$ cat src/rtl/wr_ctrl_if.sv
// Bundle of the start/done handshake, FIFO read side and Avalon-MM write port
// seen by the burst write master.
interface wr_ctrl_if #(
  parameter int USEDW_W = 9
);
  logic                wr_ctrl;
  logic [31:0]         control;
  logic [31:0]         pkt_begin;
  logic [31:0]         pkt_end;
  logic                wr_ctrl_rdy;
  logic [31:0]         fifo_out;
  logic [USEDW_W-1:0]  fifo_usedw;
  logic                fifo_empty;
  logic                rd_from_fifo;
  logic [31:0]         address;
  logic [31:0]         writedata;
  logic                write;
  logic [15:0]         burstcount;
  logic [3:0]          byteenable;
  logic                waitrequest;

  modport master (
    input  wr_ctrl, control, pkt_begin, pkt_end,
    input  fifo_out, fifo_usedw, fifo_empty, waitrequest,
    output wr_ctrl_rdy, rd_from_fifo,
    output address, writedata, write, burstcount, byteenable
  );

  modport slave (
    output wr_ctrl, control, pkt_begin, pkt_end,
    output fifo_out, fifo_usedw, fifo_empty, waitrequest,
    input  wr_ctrl_rdy, rd_from_fifo,
    input  address, writedata, write, burstcount, byteenable
  );
endinterface

$ cat src/rtl/wr_ctrl.sv
// Avalon-MM burst write master: drains a show-ahead FIFO into [pkt_begin, pkt_end).
//   state     | meaning
//   IDLE      | waiting for a start pulse
//   WAIT_DATA | waiting until the FIFO holds the next whole burst
//   BURST     | write asserted, one beat per accepted cycle
//   DONE      | raise the one-cycle done pulse
module wr_ctrl #(
  parameter int MAX_BURST = 16,
  parameter int USEDW_W   = 9
) (
  input  logic      clk,
  input  logic      reset,
  wr_ctrl_if.master bus
);

  typedef enum logic [1:0] {IDLE, WAIT_DATA, BURST, DONE} state_t;

  state_t      state;
  logic [31:0] address_r;
  logic [31:0] control_r;
  logic [15:0] burstcount_r;
  logic [15:0] remaining;
  logic [15:0] beats;
  logic        write_r;
  logic        rdy_r;

  logic [31:0] span;
  logic [15:0] words;
  logic [15:0] bsize;
  logic        data_ready;
  logic        accept;
  logic        unused_bits;

  assign span       = bus.pkt_end - bus.pkt_begin;
  assign words      = span[17:2];
  assign bsize      = (remaining > 16'(MAX_BURST)) ? 16'(MAX_BURST) : remaining;
  assign data_ready = 32'(bus.fifo_usedw) >= 32'(bsize);
  assign accept     = write_r & ~bus.waitrequest;

  always_ff @(posedge clk or negedge reset) begin
    if (!reset) begin
      state        <= IDLE;
      address_r    <= '0;
      control_r    <= '0;
      burstcount_r <= '0;
      remaining    <= '0;
      beats        <= '0;
      write_r      <= 1'b0;
      rdy_r        <= 1'b0;
    end else begin
      rdy_r <= 1'b0;
      case (state)
        IDLE: begin
          if (bus.wr_ctrl) begin
            control_r <= bus.control;
            address_r <= bus.pkt_begin;
            remaining <= words;
            state     <= (words == 16'd0) ? DONE : WAIT_DATA;
          end
        end
        WAIT_DATA: begin
          if (data_ready) begin
            burstcount_r <= bsize;
            beats        <= bsize;
            write_r      <= 1'b1;
            state        <= BURST;
          end
        end
        BURST: begin
          if (accept) begin
            beats <= beats - 16'd1;
            // burstcount_r still holds this burst's length on its last beat
            if (beats == 16'd1) begin
              write_r   <= 1'b0;
              address_r <= address_r + {14'd0, burstcount_r, 2'b00};
              remaining <= remaining - burstcount_r;
              state     <= (remaining == burstcount_r) ? DONE : WAIT_DATA;
            end
          end
        end
        DONE: begin
          rdy_r <= 1'b1;
          state <= IDLE;
        end
        default: state <= IDLE;
      endcase
    end
  end

  assign bus.rd_from_fifo = accept;
  assign bus.wr_ctrl_rdy  = rdy_r;
  assign bus.address      = address_r;
  assign bus.writedata    = bus.fifo_out;
  assign bus.write        = write_r;
  assign bus.burstcount   = burstcount_r;
  assign bus.byteenable   = 4'hF;

  // control is latched but reserved; FIFO empty is implied by usedw
  assign unused_bits = ^{control_r, span[31:18], span[1:0], bus.fifo_empty};

endmodule

$ cat src/flat_wrapper.sv
// flat-port wrapper written by rule: the top's interface ports become plain ports
module wr_ctrl_flat 
#(
  parameter int MAX_BURST = 16,
  parameter int USEDW_W   = 9
)
  (clk, reset, bus_wr_ctrl, bus_control, bus_pkt_begin, bus_pkt_end, bus_fifo_out, bus_fifo_usedw, bus_fifo_empty, bus_waitrequest, bus_wr_ctrl_rdy, bus_rd_from_fifo, bus_address, bus_writedata, bus_write, bus_burstcount, bus_byteenable);
  wr_ctrl_if #(.USEDW_W(USEDW_W)) bus_i ();
  input  logic clk;
  input  logic reset;
  input wire logic [$bits(bus_i.wr_ctrl)-1:0] bus_wr_ctrl;
  input wire logic [$bits(bus_i.control)-1:0] bus_control;
  input wire logic [$bits(bus_i.pkt_begin)-1:0] bus_pkt_begin;
  input wire logic [$bits(bus_i.pkt_end)-1:0] bus_pkt_end;
  input wire logic [$bits(bus_i.fifo_out)-1:0] bus_fifo_out;
  input wire logic [$bits(bus_i.fifo_usedw)-1:0] bus_fifo_usedw;
  input wire logic [$bits(bus_i.fifo_empty)-1:0] bus_fifo_empty;
  input wire logic [$bits(bus_i.waitrequest)-1:0] bus_waitrequest;
  output wire logic [$bits(bus_i.wr_ctrl_rdy)-1:0] bus_wr_ctrl_rdy;
  output wire logic [$bits(bus_i.rd_from_fifo)-1:0] bus_rd_from_fifo;
  output wire logic [$bits(bus_i.address)-1:0] bus_address;
  output wire logic [$bits(bus_i.writedata)-1:0] bus_writedata;
  output wire logic [$bits(bus_i.write)-1:0] bus_write;
  output wire logic [$bits(bus_i.burstcount)-1:0] bus_burstcount;
  output wire logic [$bits(bus_i.byteenable)-1:0] bus_byteenable;
  assign bus_i.wr_ctrl = bus_wr_ctrl;
  assign bus_i.control = bus_control;
  assign bus_i.pkt_begin = bus_pkt_begin;
  assign bus_i.pkt_end = bus_pkt_end;
  assign bus_i.fifo_out = bus_fifo_out;
  assign bus_i.fifo_usedw = bus_fifo_usedw;
  assign bus_i.fifo_empty = bus_fifo_empty;
  assign bus_i.waitrequest = bus_waitrequest;
  assign bus_wr_ctrl_rdy = bus_i.wr_ctrl_rdy;
  assign bus_rd_from_fifo = bus_i.rd_from_fifo;
  assign bus_address = bus_i.address;
  assign bus_writedata = bus_i.writedata;
  assign bus_write = bus_i.write;
  assign bus_burstcount = bus_i.burstcount;
  assign bus_byteenable = bus_i.byteenable;
  wr_ctrl #(.MAX_BURST(MAX_BURST), .USEDW_W(USEDW_W)) u_core (.clk(clk), .reset(reset), .bus(bus_i));
endmodule
$ cat config.mk
export PLATFORM = sky130hd
export DESIGN_NAME = wr_ctrl_flat
export DESIGN_NICKNAME = d
export VERILOG_FILES = /design/src/rtl/wr_ctrl_if.sv /design/src/rtl/wr_ctrl.sv /design/src/flat_wrapper.sv
export SDC_FILE = /design/constraint.sdc
export NUM_CORES = 1
export LEC_CHECK = 0
export BUFFER_PORTS_ARGS = -buffer_cell sky130_fd_sc_hd__clkbuf_2
export CORE_ASPECT_RATIO = 1.25
export CORE_MARGIN = 2
export CORE_UTILIZATION = 45
export CTS_CLUSTER_SIZE = 40
export DETAILED_ROUTE_END_ITERATION = 7
export PLACE_DENSITY = 0.79
export SKIP_LAST_GASP = 1
export SYNTH_ARGS = -nofsm -noshare
export SYNTH_HDL_FRONTEND = slang
export SYNTH_SLANG_ARGS = --single-unit
$ cat constraint.sdc
create_clock -name clk -period 8.6 [get_ports clk]
set_clock_uncertainty 0.15 [all_clocks]
set_input_delay 0.86 -clock clk [delete_from_list [all_inputs] [get_ports clk]]
set_output_delay 0.86 -clock clk [all_outputs]
set_load 0.01 [all_outputs]
==> results.py, run 1 <==
metrics = {
    "drt": {
        "routed_wl_um": 16400,
        "ant_nets": 0,
        "viasPerCell": 5.54,
        "vias": 5949,
        "wl_per_cell_um": 15.3,
        "drc_errors": 0,
        "dr.first_iter.drc_count": 371,
        "first_pass_iters": 4,
    },
    "worst_setup_path": {
        "rrSetupSlack_ns": 4.21,
        "cpMaxStageDelayCell": "nand3_1",
        "timing.rr.start": "u_core.remaining[12]",
        "required_ns": 8.68,
        "r2r_cells": 15,
        "critPathLaunchType": "flip-flop",
        "cpLargestDelayFamily": "simple AND/OR/NAND/NOR gates",
        "critPathMaxFanout": 20,
        "reg2reg_to": "u_core.beats[8]",
        "worstPathArrival_ns": 4.47,
        "crit_chain": "nor4_1, nand3_1, a21oi_1, nand2_1, inv_1, ha_1, nand2b_1, a21oi_1, o21ai_0, a221oi_1, nand2_1, nand3_1, nor2_1, mux2_2, a22o_2",
        "path_class": "flip-flop to flip-flop",
        "critPathBufInv": 1,
        "max_stage_delay_ns": 0.60,
        "cp-end-kind": "flip-flop",
    },
    "cells_and_area": {
        "num_antenna_cells": 0,
        "seqCellArea_um2": 2100,
        "n_fill_cell": 1404,
        "synthToLayoutAreaGrowth_pct": 12.0,
        "multi_input_area_um2": 4090,
        "drive_gt1_frac": 0.174,
        "final_nets": 1092,
    },
    "clocking": {
        "clock_sinks": 84,
        "worst_skew_pair.late_latency_ns": 0.35,
        "hold_buffers": 0,
        "cts-root-buf": "clkbuf_16",
        "htree_num_levels": 3,
        "cts_resized": 0,
        "cts_buffer_depth": 2,
        "cts_tree": "done",
        "cts_made_buffers": 9,
        "postCtsSetupBuffers": 0,
        "path_clk_slew_ns": 0.06,
    },
    "sta": {
        "relSlewSlack": 0.434,
        "tns_ns": 0,
        "final-hold-violation-count": 0,
        "maxSlewViolCount": 0,
        "tightest_slew_ns": 0.850,
        "period_needed_ns": 4.39,
        "finalCritPeriodShare": 0.510,
        "setup_viol": 0,
        "max_freq_mhz": 228,
        "rsz0062_at_grt": "no",
    },
    "logic_synthesis": {
        "syn_inst": 811,
        "ys_warn_count": 0,
        "yosysSeqAreaShare": 0.312,
        "ys_seq_elements": 84,
        "async_flop_share": 1.00,
        "yosys_most_used_dff": "dfrtp_1",
        "avgSynthCellArea_um2": 8.31,
        "synth_edf_count": 0,
        "ys_types": 68,
        "synth_area_um2": 6740,
    },
    "die": {
        "core_area_um2": 14800,
        "std_cell_rows": 50,
        "die-area_um2": 16000,
        "die_width_um": 113,
        "initial_core_util": 0.455,
        "ioPinCount": 229,
        "die_h_um": 141,
    },
    "grt": {
        "grt_pass1_vias": 5776,
        "grt_usage": 0.212,
        "antenna_found_initial": 0,
        "grt.overflow.total": 0,
        "grt_max_degree": 61,
        "grt_pass1_wl_um": 27500,
    },
    "place": {
        "place.port_buffers": 113,
        "dp_hpwl_um": 12200,
        "place.gp.congestion": 0.873,
    },
    "power_and_ir_drop": {
        "max-vdd-ir-drop_mv": 0.0671,
        "p_leak_nw": 3.82,
        "powerDensity_nw_per_um2": 117,
        "finalPower_mw": 0.880,
    },
    "run": {
        "cap_violations": 0,
    },
    "run_status": {
        "outcome": "finished, final reports clean",
    },
    "hold_path": {
        "hp-class": "primary input to asynchronous set/reset pin",
    },
}
[cell usage in the layout, fill, tap and decap left out, drive strengths merged, types with 20 or more instances in the layout]
cell / n
a21oi: 60
clkbuf: 128
dfrtp: 84
ha: 62
inv: 60
mux2i: 28
nand2: 93
nand3: 20
nor2: 48
o21ai: 71
xnor2: 23
[logic make-up (layout without fill, tap and decap cells)]
logic type,Yosys count,count (layout),synth area share
simple gates,259,259,0.189
xor+xnor,37,37,0.0481
other cells,1,8,0.000556
compound gates,213,213,0.193
mux,32,32,0.0483
flops,84,84,0.312
buf+inv,121,194,0.0874
fa+ha+maj,64,64,0.121
[worst max-delay path by stage]
stage / from / to / depth (start not counted)
2_1_floorplan: bus_pkt_begin[2] / u_core.state[1] / 12
3_3_place_gp: bus_pkt_begin[2] / u_core.state[1] / 13
3_5_place_dp: bus_pkt_begin[2] / u_core.state[1] / 13
4_1_cts: u_core.remaining[12] / u_core.beats[8] / 15
5_1_grt: u_core.remaining[12] / u_core.beats[8] / 15
6_report: u_core.remaining[12] / u_core.beats[8] / 15
[worst register-to-register path: stages (launching register included)]
cell and delay, ns:
dfrtp_1 0.40, nor4_1 0.40, nand3_1 0.23, a21oi_1 0.30
nand2_1 0.16, inv_1 0.08, ha_1 0.22, nand2b_1 0.14
a21oi_1 0.13, o21ai_0 0.09, a221oi_1 0.43, nand2_1 0.23
nand3_1 0.60, nor2_1 0.20, mux2_2 0.30, a22o_2 0.20
[registers in the layout (all words and copies together) (netlist names)]
name / count
u_core.beats: 16
u_core.bus.address: 32
u_core.bus.burstcount: 16
u_core.bus.wr_ctrl_rdy: 1
u_core.bus.write: 1
u_core.remaining: 16
u_core.state: 2
[cells in the mapped netlist (all sizes together) (20+ instances only)]
cell | count | area (um2)
xnor2 | 23 | 201
ha | 62 | 776
clkbuf | 23 | 86.3
a21oi | 60 | 312
mux2i | 28 | 280
dfrtp | 84 | 2100
o21ai | 71 | 355
inv | 60 | 225
buf | 38 | 278
nand2 | 93 | 349
nor2 | 48 | 180
nand3 | 20 | 100
[metal layers]
| metal | track usage | wire (um) | part of all wire | vias to the layer above |
|---|---|---|---|---|
| li1 | - | - | - | 2976 |
| met1 | 0.268 | 7080 | 0.43 | 2805 |
| met2 | 0.371 | 8270 | 0.50 | 144 |
| met3 | 0.0292 | 781 | 0.048 | 24 |
| met4 | 0.0725 | 291 | 0.018 | 0 |
| met5 | 0 | 0 | 0 | - |
[area by class of cell]
cell class / count / area share
clock buffers: 16 / 0.0399
inverters: 60 / 0.0298
multi-input cells: 613 / 0.541
flip-flops and latches: 84 / 0.278
well taps: 182 / 0.0302
repair buffers: 118 / 0.0802
[per-stage QoR]
step                      hold slack, ns  utilization  setup WS [ns]  instance area (um2)  cells
final                              0.305        0.509           4.21                 7550   1073
after global routing               0.345        0.509           3.84                 7550   1073
after CTS                          0.324        0.509           4.24                 7550   1073
after detailed placement           0.317        0.489           4.20                 7250   1057
after global placement             0.311        0.489           4.26                 7250   1057
after floorplan                    0.322            -           4.88                 6770    818
[power by group]
| group | switching [mW] | leakage (nW) | internal, mW | total [mW] |
|---|---|---|---|---|
| Clock | 0.160 | 0.149 | 0.236 | 0.396 |
| Combinational | 0.0512 | 2.54 | 0.0376 | 0.0888 |
| Sequential | 0 | 1.13 | 0.395 | 0.395 |
Power figures use the tool's default switching activity.
==> run 2, diff against run 1 <==
PLACE_DENSITY = 0.82   (was 0.79)
clock period = 3.7 ns   (was 8.6 ns; I/O delays follow)
==> run 2 against run 1 <==
  * Sequential power grew 130%
  * Largest power group unchanged
  * Critical path type unchanged
  * Clock power is 140% higher
  * Critical path depth fell by 1
  * Via count increased by 2.5%
  * Worst setup slack worse by 4.0 ns
  * Register-to-register slack worse by 4.0 ns
  * Highest routed layer unchanged
  * Power rose by 140%
==> results.py, run 2 (synthesis results as in run 1) <==
metrics = {
    "run_status": {
        "outcome": "finished, final reports clean",
    },
    "worst_setup_path": {
        "required_ns": 3.80,
        "critPathMaxFanout": 4,
        "timing.rr.start": "u_core.remaining[9]",
        "critPathLaunchType": "flip-flop",
        "path_class": "flip-flop to flip-flop",
        "crit_start": "u_core.remaining[9]",
        "worstPathArrival_ns": 3.61,
        "cp-end-kind": "flip-flop",
    },
    "clocking": {
        "postCtsSetupBuffers": 0,
        "worst_skew_pair.late_latency_ns": 0.35,
        "cts_buffer_depth": 2,
        "clock_sinks": 84,
        "htree_num_levels": 3,
        "path_clk_slew_ns": 0.06,
        "cts_made_buffers": 9,
        "cts_tree": "done",
        "cts-root-buf": "clkbuf_16",
    },
    "grt": {
        "grt_pass1_vias": 5996,
        "grt_pass1_wl_um": 28200,
        "grt_usage": 0.218,
        "grt_max_degree": 57,
        "antenna_found_initial": 0,
        "grt.overflow.total": 0,
    },
    "sta": {
        "period_needed_ns": 3.51,
        "maxSlewViolCount": 0,
        "final-hold-violation-count": 0,
        "max_freq_mhz": 285,
        "finalCritPeriodShare": 0.950,
        "relSlewSlack": 0.493,
        "setup_viol": 0,
        "tightest_slew_ns": 0.761,
    },
    "cells_and_area": {
        "synthToLayoutAreaGrowth_pct": 15.8,
        "final_common_cell": "clkbuf_2",
        "multi_input_area_um2": 4110,
        "drive_gt1_frac": 0.206,
        "largest_register_ffs": 32,
        "final_nets": 1123,
        "final_cell_mix": "clkbuf_2, nand2_1, dfrtp_1",
        "seqCellArea_um2": 2100,
        "n_fill_cell": 1361,
        "num_antenna_cells": 0,
        "final_util": 0.526,
        "final_area_um2": 7800,
    },
    "die": {
        "die-area_um2": 16000,
        "std_cell_rows": 50,
        "ioPinCount": 229,
        "initial_core_util": 0.455,
        "core_area_um2": 14800,
        "die_width_um": 113,
        "die_h_um": 141,
    },
    "drt": {
        "wl_per_cell_um": 15.6,
        "vias": 6096,
        "first_pass_iters": 4,
        "viasPerCell": 5.52,
        "drc_errors": 0,
        "routed_wl_um": 17200,
        "dr.first_iter.drc_count": 327,
        "ant_nets": 0,
    },
    "power_and_ir_drop": {
        "p_leak_nw": 3.97,
        "max-vdd-ir-drop_mv": 0.156,
        "powerDensity_nw_per_um2": 266,
    },
    "place": {
        "dp_hpwl_um": 13000,
        "place.port_buffers": 113,
        "place.gp.congestion": 0.877,
        "postPlaceCellArea_um2": 7470,
    },
    "hold_path": {
        "hp-class": "primary input to flip-flop",
        "hp-start": "bus_pkt_begin[18]",
    },
    "run": {
        "cap_violations": 0,
    },
}
[run 2: worst max-delay path, cell delays in order, from the launching register on]
cell and delay, ns:
dfrtp_1 0.40, nor4_1 0.32, nand3_1 0.20, a21oi_2 0.22, nand2_1 0.12, ha_1 0.31, nand2_1 0.06, o21ai_1 0.15
a221oi_2 0.10, nand2_1 0.16, nand4_1 0.13, nor4_2 0.21, nand3_1 0.13, or4b_1 0.54, o41ai_2 0.20
[run 2: worst paths after layout]
| path | depth (start not counted) | to | slack, ns |
|---|---|---|---|
| worst max register to register | 14 | u_core.state[1] | 0.19 |
| worst min-delay path | 3 | u_core.bus.address[18] | 0.1 |
| min in group asynchronous | 2 | u_core.bus.address[20] | 0.49 |
| max in group asynchronous | 3 | u_core.remaining[1] | 2.18 |
| worst min register to register | 2 | u_core.bus.address[0] | 0.33 |
| worst max-delay path | 14 | u_core.state[1] | 0.19 |
[run 2: through the flow]
step | setup WS (ns) | hold slack, ns | power [mW] | TNS [ns] | instances
after CTS | 0.00699 | 0.0865 | 2.09 | 0 | 1104
final | 0.186 | 0.0998 | 2.08 | 0 | 1104
after global placement | 0.0853 | 0.312 | 1.14 | 0 | 1087
after detailed placement | 0.0212 | 0.320 | 1.15 | 0 | 1087
after global routing | -0.00209 | 0.118 | 2.16 | -0.00209 | 1104
after floorplan | 0.312 | -0.0756 | 1.09 | 0 | 818
[run 2: layout make-up]
type / count / area share
clock inverters: 4 / 0.00609
well taps: 182 / 0.0292
flip-flops and latches: 84 / 0.269
repair buffers: 149 / 0.108
clock buffers: 12 / 0.0329
inverters: 60 / 0.0289
multi-input cells: 613 / 0.526
[run 2: where the power goes]
part / leakage, nW / internal (mW) / total, mW / switching, mW
Clock: 0.149 / 0.558 / 0.949 / 0.390
Sequential: 1.13 / 0.918 / 0.918 / 0
Combinational: 2.69 / 0.0922 / 0.211 / 0.119
[run 2: per-layer routing]
layer	track usage	share of wire
met5	0	0
met2	0.387	0.50
met3	0.0305	0.038
met4	0.0969	0.028
met1	0.261	0.43
[run 2: timing repair]
action,CTS,global route
setup endpoints to repair,0,19
hold buffers,1,0
resized for setup,0,5
hold endpoints to repair,54,0
==> run 3, diff against run 2 <==
--- a/config.mk
+++ b/config.mk
@@ -7,3 +7,2 @@
 export LEC_CHECK = 0
-export BUFFER_PORTS_ARGS = -buffer_cell sky130_fd_sc_hd__clkbuf_2
 export CORE_ASPECT_RATIO = 1.25
@@ -13,3 +12,4 @@
 export DETAILED_ROUTE_END_ITERATION = 7
-export PLACE_DENSITY = 0.82
+export DONT_BUFFER_PORTS = 1
+export PLACE_DENSITY = 0.68
 export SKIP_LAST_GASP = 1
==> constraint.sdc (replaced) <==
create_clock -name clk -period 3.7 [get_ports clk]
set_clock_uncertainty 0.15 [all_clocks]
set_input_delay 0 -clock clk [delete_from_list [all_inputs] [get_ports clk]]
set_output_delay 0 -clock clk [all_outputs]
set_load 0.01 [all_outputs]
==> run 3 against run 2 <==
  * Die area is the same
  * Register-to-register slack is essentially flat
  * Sequential cell count is the same
  * First-iteration DRC count decreased by 4.0%
  * Via count fell by 2.3%
  * Sequential share of layout area shrank 0.69 points
  * Clock power up 4.7%
  * Sequential power barely moved
  * Worst setup slack improved by 0.0064 ns
  * Clock-buffer cell count grew 1
  * Critical path type unchanged
==> results.py, run 3 (synthesis results as in run 1) <==
metrics = {
    "run_status": {
        "outcome": "finished, final reports clean",
    },
    "drt": {
        "ant_nets": 0,
        "vias": 5953,
        "wl_per_cell_um": 16.9,
        "viasPerCell": 5.63,
        "drc_errors": 0,
        "wl_met2_um": 9140,
        "top_layer": "met4",
        "m1WireLength_um": 7340,
        "dr.first_iter.drc_count": 314,
        "met3_length_um": 898,
        "routed_wl_um": 17800,
        "first_pass_iters": 4,
    },
    "clocking": {
        "cts_tree": "done",
        "cts_buffer_depth": 2,
        "cts_made_buffers": 9,
        "clock_sinks": 84,
        "path_clk_slew_ns": 0.07,
        "postCtsSetupBuffers": 0,
        "cts-root-buf": "clkbuf_16",
        "worst_skew_pair.late_latency_ns": 0.36,
        "htree_num_levels": 3,
    },
    "die": {
        "die_h_um": 141,
        "ioPinCount": 229,
        "core_area_um2": 14800,
        "die-area_um2": 16000,
        "std_cell_rows": 50,
        "initial_core_util": 0.455,
        "die_width_um": 113,
    },
    "power_and_ir_drop": {
        "powerDensity_nw_per_um2": 270,
        "p_leak_nw": 3.80,
        "finalPower_mw": 2.17,
        "max-vdd-ir-drop_mv": 0.201,
    },
    "cells_and_area": {
        "num_antenna_cells": 0,
        "largest_register_ffs": 32,
        "final_util": 0.540,
        "final_nets": 1076,
        "final_common_cell": "nand2_1",
        "final_cell_mix": "nand2_1, dfrtp_1, dlygate4sd3_1",
        "drive_gt1_frac": 0.0937,
        "synthToLayoutAreaGrowth_pct": 18.8,
    },
    "hold_path": {
        "hold_depth": 4,
        "hp-class": "primary input to flip-flop",
        "hp-start": "bus_pkt_end[12]",
    },
    "grt": {
        "grt_max_degree": 85,
        "grt_pass1_vias": 5912,
        "antenna_found_initial": 0,
        "grt_usage": 0.230,
        "grt_pass1_wl_um": 29200,
        "grt.overflow.total": 0,
    },
    "worst_setup_path": {
        "path_class": "flip-flop to flip-flop",
        "worstPathArrival_ns": 3.62,
        "timing.rr.start": "u_core.beats[8]",
        "crit_start": "u_core.beats[8]",
        "critPathMaxFanout": 6,
        "r2r_cells": 10,
        "required_ns": 3.81,
        "cp-end-kind": "flip-flop",
        "critPathLaunchType": "flip-flop",
    },
    "sta": {
        "tns_ns": 0,
        "max_freq_mhz": 285,
        "setup_viol": 0,
        "period_needed_ns": 3.51,
        "tightest_slew_ns": 0.559,
        "relSlewSlack": 0.627,
        "finalCritPeriodShare": 0.948,
        "final-hold-violation-count": 0,
        "maxSlewViolCount": 0,
    },
    "place": {
        "dp_hpwl_um": 12600,
        "place.gp.congestion": 0.855,
        "place.port_buffers": 0,
    },
    "run": {
        "cap_violations": 0,
    },
}
[run 3: worst paths after layout]
path                                                to  slack (ns)
worst max-delay path                   u_core.state[1]        0.19
worst min-delay path              u_core.remaining[10]        0.01
worst max register to register         u_core.state[1]        0.19
worst min register to register        u_core.beats[13]        0.38
max in group asynchronous          u_core.remaining[2]        2.99
min in group asynchronous       u_core.bus.address[22]        0.08
[run 3: cell type report]
type	instances	area (um2)
sequential	84	2100
multi-input combinational	613	4170
timing repair buffer	102	966
tap	182	228
clock inverter	3	42.5
fill	1395	6820
clock buffer	13	280
inverter	60	225
[run 3: routing by layer]
| metal | vias to the layer above | track usage |
|---|---|---|
| li1 | 2946 | - |
| met1 | 2821 | 0.276 |
| met2 | 159 | 0.405 |
| met3 | 27 | 0.0404 |
| met4 | 0 | 0.0944 |
| met5 | - | 0 |
[run 3: report_power, final]
part           internal, mW  switching (mW)  total, mW
logic                 0.121           0.133      0.253
registers             0.918               0      0.918
clock network         0.596           0.397      0.994
[run 3: per-stage QoR]
| step | setup WS [ns] | instance area (um2) | cells | hold slack (ns) |
|---|---|---|---|---|
| floorplan | 0.312 | 6770 | 818 | -0.446 |
| global placement | 0.0642 | 6860 | 968 | -0.444 |
| detailed placement | 0.0000817 | 6860 | 968 | -0.444 |
| CTS | 0.0797 | 7940 | 1057 | 0.00860 |
| global route | -0.00422 | 8010 | 1057 | 0.0733 |
| finish | 0.193 | 8010 | 1057 | 0.0139 |
[run 3: timing repair]
| item | CTS | global route |
|---|---|---|
| pin swaps | 0 | 4 |
| setup endpoints to repair | 1 | 20 |
| gates resized for setup | 1 | 15 |
| hold buffers | 73 | 0 |
| endpoints found under the hold margin | 153 | 0 |
[run 3: worst max-delay path, stage by stage (launching register included)]
cell and delay [ns]:
dfrtp_1 0.43, or3_4 0.40, or4_4 0.47, o31a_1 0.35, a21oi_4 0.14, and4bb_1 0.21, nand4_1 0.11, nor4_2 0.30
nand3_1 0.12, or4b_1 0.53, o41ai_2 0.20
